**src/rtl/receive.sv**
```systemverilog
// 8N1 UART receiver: two-flop input synchronizer feeding an IDLE/START/DATA/STOP
// state machine that samples mid-bit and reports good frames or bad stop bits.
module receive #(
  parameter int CLKS_PER_BIT = 16
) (
  input  logic       clk,
  input  logic       rst,
  input  logic       connection_status,
  input  logic       rxd,
  output logic [7:0] word,
  output logic       valid,
  output logic       frame_error
);

  localparam int CW = (CLKS_PER_BIT > 2) ? $clog2(CLKS_PER_BIT) : 1;
  localparam logic [CW-1:0] CNT_LAST = CW'(CLKS_PER_BIT - 1);
  localparam logic [CW-1:0] CNT_MID  = CW'(CLKS_PER_BIT / 2 - 1);
  localparam logic [CW-1:0] CNT_ONE  = {{(CW-1){1'b0}}, 1'b1};

  typedef enum logic [1:0] {
    IDLE  = 2'd0,
    START = 2'd1,
    DATA  = 2'd2,
    STOP  = 2'd3
  } state_t;

  state_t        state_r;
  logic [CW-1:0] cnt_r;
  logic [2:0]    idx_r;
  logic [7:0]    shift_r;
  logic          armed_r;
  logic          sync_r;
  logic          rxd_s;

  // Two-flop synchronizer for the asynchronous serial line, reset to idle-high.
  always_ff @(posedge clk) begin
    if (rst) begin
      sync_r <= 1'b1;
      rxd_s  <= 1'b1;
    end else begin
      sync_r <= rxd;
      rxd_s  <= sync_r;
    end
  end

  // Receive state machine with registered word and single-cycle status pulses.
  // armed_r blocks a stuck-low line after a framing error from retriggering
  // until the line has been seen high while idle.
  always_ff @(posedge clk) begin
    if (rst) begin
      state_r     <= IDLE;
      cnt_r       <= '0;
      idx_r       <= 3'd0;
      shift_r     <= 8'h00;
      armed_r     <= 1'b1;
      word        <= 8'h00;
      valid       <= 1'b0;
      frame_error <= 1'b0;
    end else begin
      valid       <= 1'b0;
      frame_error <= 1'b0;
      if (!connection_status) begin
        state_r <= IDLE;
        cnt_r   <= '0;
        idx_r   <= 3'd0;
      end else begin
        case (state_r)
          IDLE: begin
            cnt_r <= '0;
            idx_r <= 3'd0;
            if (rxd_s) begin
              armed_r <= 1'b1;
            end else if (armed_r) begin
              state_r <= START;
            end else begin
              state_r <= IDLE;
            end
          end
          START: begin
            if (cnt_r == CNT_MID) begin
              cnt_r   <= '0;
              state_r <= rxd_s ? IDLE : DATA;
            end else begin
              cnt_r <= cnt_r + CNT_ONE;
            end
          end
          DATA: begin
            if (cnt_r == CNT_LAST) begin
              cnt_r          <= '0;
              shift_r[idx_r] <= rxd_s;
              if (idx_r == 3'd7) begin
                idx_r   <= 3'd0;
                state_r <= STOP;
              end else begin
                idx_r <= idx_r + 3'd1;
              end
            end else begin
              cnt_r <= cnt_r + CNT_ONE;
            end
          end
          STOP: begin
            // Leaving at mid stop bit leaves room for a start bit right behind it.
            if (cnt_r == CNT_LAST) begin
              cnt_r   <= '0;
              state_r <= IDLE;
              if (rxd_s) begin
                word  <= shift_r;
                valid <= 1'b1;
              end else begin
                frame_error <= 1'b1;
                armed_r     <= 1'b0;
              end
            end else begin
              cnt_r <= cnt_r + CNT_ONE;
            end
          end
          default: begin
            state_r <= IDLE;
            cnt_r   <= '0;
            idx_r   <= 3'd0;
          end
        endcase
      end
    end
  end

endmodule

```
**config.mk**
```make
export PLATFORM = sky130hd
export DESIGN_NAME = receive
export DESIGN_NICKNAME = d
export VERILOG_FILES = /design/src/rtl/receive.sv
export SDC_FILE = /design/constraint.sdc
export NUM_CORES = 1
export LEC_CHECK = 0
export BUFFER_PORTS_ARGS = -buffer_cell sky130_fd_sc_hd__buf_2
export CORE_MARGIN = 2
export CORE_UTILIZATION = 57
export CTS_CLUSTER_DIAMETER = 200
export DETAILED_ROUTE_END_ITERATION = 12
export PLACE_DENSITY = 0.78
export SLEW_MARGIN = 20
export SYNTH_ARGS = -nofsm -noshare
export SYNTH_HDL_FRONTEND = slang
export SYNTH_SLANG_ARGS = --single-unit
```
**constraint.sdc**
```tcl
create_clock -name clk -period 1.7 [get_ports clk]
set_input_delay 0.085 -clock clk [delete_from_list [all_inputs] [get_ports clk]]
set_output_delay 0.085 -clock clk [all_outputs]
set_load 0.02 [all_outputs]
```
==> results.toml, run 1 <==
[route]
route.detailed.drc = 0
wl_per_cell_um = 14.3
via_per_inst = 5.87
vias = 1080
drt_iter0_drc = 30
ant_nets = 0
dr.pass1.iters = 4
finalWirelength_um = 2630

[clocking]
clk_pin_slew_ns = 0.09
cts_made_buffers = 5
hold_buffers = 1
cts.sinks = 30
h-tree-depth = 2
clk_latency_ns = 0.32
clockRootBuffer = "clkbuf_4"
cts_tree = "yes"
clockBufferDepth = 2
cts_setup_buffers = 0
cts_resized = 0

[floorplanning]
fp.dieW_um = 53.7
io_pins = 14
core_area_sq_mm = 0.00228
initial_utilization = 0.617
rows = 17
dieArea_sq_mm = 0.00288
dieHeight_um = 53.7

[final_layout]
drive_gt1_frac = 0.199
multi_input_area_sq_um = 704
fillCellCount = 187
seqCellArea_sq_um = 601
final_common_cell = "dfxtp_1"
final_cell_mix = "30 x dfxtp_1, 18 x nand2b_1, 18 x mux2i_1, 13 x buf_2, 7 x nand4_1"
areaGrowthSynthToFinish_pct = 8.46
diodes = 0
nNetsFinal = 162

[synth]
synth-seq-area-share = 0.427
synth_area_per_cell_sq_um = 9.97
netlist_area_sq_mm = 0.00141
async_flop_share = 0
syn_nets = 148
netlist_instances = 141
yosysUniqueCellTypes = 38
post-synth-top-area-cell = "dfxtp_1"
synth_area_leaders = "dfxtp_1 43%, mux2i_1 13%, nand2b_1 8.0%"
yosysWarnings = 0
synth_edf_count = 0
synth-main-ff-cell = "dfxtp_1"
synth_top_area_share = 0.427
ys_ff_latch = 30

[placement]
hpwlAfterDp_um = 1860
io_buffers = 13
gp_congestion = 0.840

[global_routing]
grt_pass1_wl_um = 4500
grt_util_all_layers = 0.220
gr-total-overflow = 0
antenna_found_initial = 0
grt_max_degree = 25
first_global_vias = 1015

[critical_path]
crit_required_ns = 1.95
path_class = "flip-flop to flip-flop"
path_max_fanout = 10
endpoint_kind = "flip-flop"
start_kind = "flip-flop"
critPathArrivalTime_ns = 1.74

[timing]
period_share = 0.881
setup_violations = 0
final.setup_skew_ns = 0.00758
finalSetupTns_ns = 0
relSlewSlack = 0.703
grt_setup_unrepaired = "false"
hold_slack_ns = 0.141
hold_viol = 0
max_freq_ghz = 0.668
period_minus_slack_ns = 1.50
worst_pin_slew_ns = 0.445
drv_slew = 0

[power]
p_leak_nw = 0.600
fin_total_pwr_w = 0.00118
ir_drop_uv = 685
cellPowerDensity_mw_per_mm2 = 773

[hold_path]
hold_class = "input port to flip-flop"

[outcome]
outcome = "finished clean"

[flow_run]
cap_violations = 0
## flip-flops by register name, indices dropped and copies added (netlist names), named ones only
signal / count
armed_r: 1
valid: 1
shift_r: 8
frame_error: 1
cnt_r: 4
state_r: 1
sync_r: 1
idx_r: 3
rxd_s: 1
word: 8
## power breakdown
part / internal, W / total (W) / switching [W]
Combinational: 0.0000182 / 0.0000388 / 0.0000206
Sequential: 0.000704 / 0.000707 / 0.00000301
Clock: 0.000200 / 0.000432 / 0.000232
## stage by stage
step | utilization | instances | setup slack (ns) | area (sq um)
after floorplan | - | 141 | 0.205 | 1410
after global placement | 0.639 | 175 | 0.288 | 1450
after detailed placement | 0.639 | 175 | 0.236 | 1450
after CTS | 0.670 | 184 | 0.200 | 1520
after global routing | 0.670 | 184 | 0.0972 | 1520
final | 0.670 | 184 | 0.203 | 1520
## final cells by class
class                      instances  share of cell area
clock buffer                       7              0.0361
clock inverter                     1             0.00328
inverter                           5              0.0123
multi-input combinational         95               0.462
sequential                        30               0.394
tap                               28              0.0230
timing repair buffer              18              0.0690
## cell families after synthesis
logic type / count (synthesis) / synth area share
muxes: 18 / 0.128
DFF: 30 / 0.427
and+or+nand+nor: 55 / 0.238
AOI/OAI and AO/OA: 17 / 0.0962
adders and majority gates: 3 / 0.0267
buffers and inverters: 16 / 0.0712
xor gates and xnor gates: 2 / 0.0125
## routing by layer
layer	vias to the layer above	wire [um]	GRT usage
met4	0	49	0.124
met3	5	150	0.0500
met5	-	0	0
met2	37	1240	0.352
li1	533	-	-
met1	505	1190	0.273
## Yosys cell counts (3+ instances only)
cell,instances
dfxtp_1,30
mux2i_1,18
nand2b_1,18
nand4_1,7
inv_1,5
nor4_1,5
buf_6,4
nand2_1,4
nand3_1,4
nor2_1,4
ha_1,3
nor2b_1,3
## worst max-delay path, cell delays in order (launching register included)
cell and delay [ns]:
dfxtp_1 0.53, nand4_1 0.27, nor4_1 0.40, mux2i_1 0.22
## worst paths after layout
kind,startpoint,end,slack (ns),depth (start not counted)
setup reg to reg,cnt_r[2],shift_r[7],0.20,3
setup / recovery,cnt_r[2],shift_r[7],0.20,3
hold reg to reg,sync_r,rxd_s,0.42,1
hold / removal,connection_status,frame_error,0.14,3
(Power assumes the default switching activity.)
==> run 2, diff against run 1 <==
==> constraint.sdc (replaced) <==
create_clock -name clk -period 1.7 [get_ports clk]
set_input_delay 0.34 -clock clk [delete_from_list [all_inputs] [get_ports clk]]
set_output_delay 0.34 -clock clk [all_outputs]
set_load 0.02 [all_outputs]
==> run 2 against run 1 <==
Utilization fell by 0.44 points. Cell count is 0.54% lower. Setup slack improved by 0.0063 ns. Non-clock buffer count down 1. Combinational power fell by 5%. Total power fell by 0.19%. Count of clock-buffer cells in the layout unchanged. Fmax is 0.42% higher. Largest power group unchanged. Highest routed layer unchanged.
==> results.toml, run 2 (synthesized netlist as in run 1, its figures left out) <==
[outcome]
outcome = "finished clean"

[clocking]
clk_latency_ns = 0.32
h-tree-depth = 2
cts_resized = 0
clk_pin_slew_ns = 0.09
clockRootBuffer = "clkbuf_4"
cts_setup_buffers = 0
cts_made_buffers = 5
hold_buffers = 0
cts.sinks = 30
clockBufferDepth = 2
cts_tree = "yes"

[timing]
period_minus_slack_ns = 1.49
final.setup_skew_ns = 0.00724
max_freq_ghz = 0.671
grt_setup_unrepaired = "false"
finalSetupTns_ns = 0
relSlewSlack = 0.703
worst_pin_slew_ns = 0.445
setup_violations = 0
hold_viol = 0
period_share = 0.877
drv_slew = 0

[final_layout]
fillCellCount = 188
reg_top3 = "shift_r: 8 flops, word: 8 flops, cnt_r: 4 flops"
utilization = 0.665
final_cell_mix = "30 x dfxtp_1, 18 x nand2b_1, 18 x mux2i_1, 13 x buf_2, 7 x nand4_1"
final_common_cell = "dfxtp_1"
diodes = 0
nNetsFinal = 161
drive_gt1_frac = 0.200
areaGrowthSynthToFinish_pct = 7.75

[critical_path]
critPathArrivalTime_ns = 1.73
r2r_cells = 4
endpoint_kind = "flip-flop"
path_class = "flip-flop to flip-flop"
critical_path_depth = 4
path_max_fanout = 9
cp_cell_sequence = "ha_1, and4_4, and4_4, mux2i_1"
crit_family = "simple AND/OR/NAND/NOR gates"
cp_common_cell = "and4_4"
start_kind = "flip-flop"
slowest_stage = "dfxtp_1"
cpPeakStageDelay_ns = 0.37
crit_buf_inv = 0
crit_required_ns = 1.94

[power]
ir_drop_uv = 685
cellPowerDensity_mw_per_mm2 = 777
p_leak_nw = 0.596

[route]
dr.pass1.iters = 4
ant_nets = 0
drt_iter0_drc = 30
route.detailed.drc = 0
finalWirelength_um = 2600
via_per_inst = 5.86
vias = 1073
wl_per_cell_um = 14.2

[floorplanning]
rows = 17
core_area_sq_mm = 0.00228
initial_utilization = 0.617
fp.dieW_um = 53.7
dieArea_sq_mm = 0.00288
io_pins = 14
dieHeight_um = 53.7

[placement]
io_buffers = 13
hpwlAfterDp_um = 1860
gp_congestion = 0.840

[global_routing]
grt_max_degree = 25
gr-total-overflow = 0
grt_util_all_layers = 0.219
grt_pass1_wl_um = 4480
antenna_found_initial = 0
first_global_vias = 1009

[hold_path]
hold_class = "input port to flip-flop"
worstHoldPathCells = 2

[flow_run]
cap_violations = 0
-- run 2: final timing paths --
kind | start | end | slack (ns)
max | cnt_r[0] | word[6] | 0.21
min | rxd | sync_r | 0.20
max reg2reg | cnt_r[0] | word[6] | 0.21
min reg2reg | sync_r | rxd_s | 0.42
-- run 2: report_power, final --
part / switching, W / leakage (nW) / total (W) / internal, W
combinational: 0.0000202 / 0.319 / 0.0000369 / 0.0000167
clock: 0.000232 / 0.0353 / 0.000432 / 0.000200
sequential: 0.00000300 / 0.242 / 0.000707 / 0.000704
total: 0.000255 / 0.596 / 0.00118 / 0.000921
-- run 2: per-stage QoR --
| stage | power, W | setup slack [ns] | instances | hold slack (ns) | area [sq um] |
|---|---|---|---|---|---|
| final | 0.00118 | 0.209 | 183 | 0.197 | 1510 |
| after global routing | 0.00122 | 0.0972 | 183 | 0.192 | 1510 |
| after CTS | 0.00119 | 0.200 | 183 | 0.181 | 1510 |
| after detailed placement | 0.000761 | 0.236 | 175 | 0.398 | 1450 |
| after global placement | 0.000760 | 0.288 | 175 | 0.397 | 1450 |
| after floorplan | 0.000750 | 0.205 | 141 | 0.389 | 1410 |
-- run 2: cell type report --
cell class	instances	area, sq um	area share
clock inverters	1	5.00	0.00331
multi-input cells	95	704	0.465
well taps	28	35.0	0.0231
flip-flops and latches	30	601	0.397
repair buffers	17	95.1	0.0628
clock buffers	7	55.1	0.0364
inverters	5	18.8	0.0124
-- run 2: worst register-to-register path, stage by stage, from the launching register on --
cell and delay [ns]:
dfxtp_1 0.37, ha_1 0.20, and4_4 0.31, and4_4 0.32, mux2i_1 0.21
-- run 2: per-layer routing --
layer  vias to the layer above  track usage  routed length [um]
met5                         -            0                   0
met4                         0        0.124                  49
met3                         5       0.0500                 147
met2                        34        0.348                1220
met1                       503        0.273                1190
li1                        531            -                   -
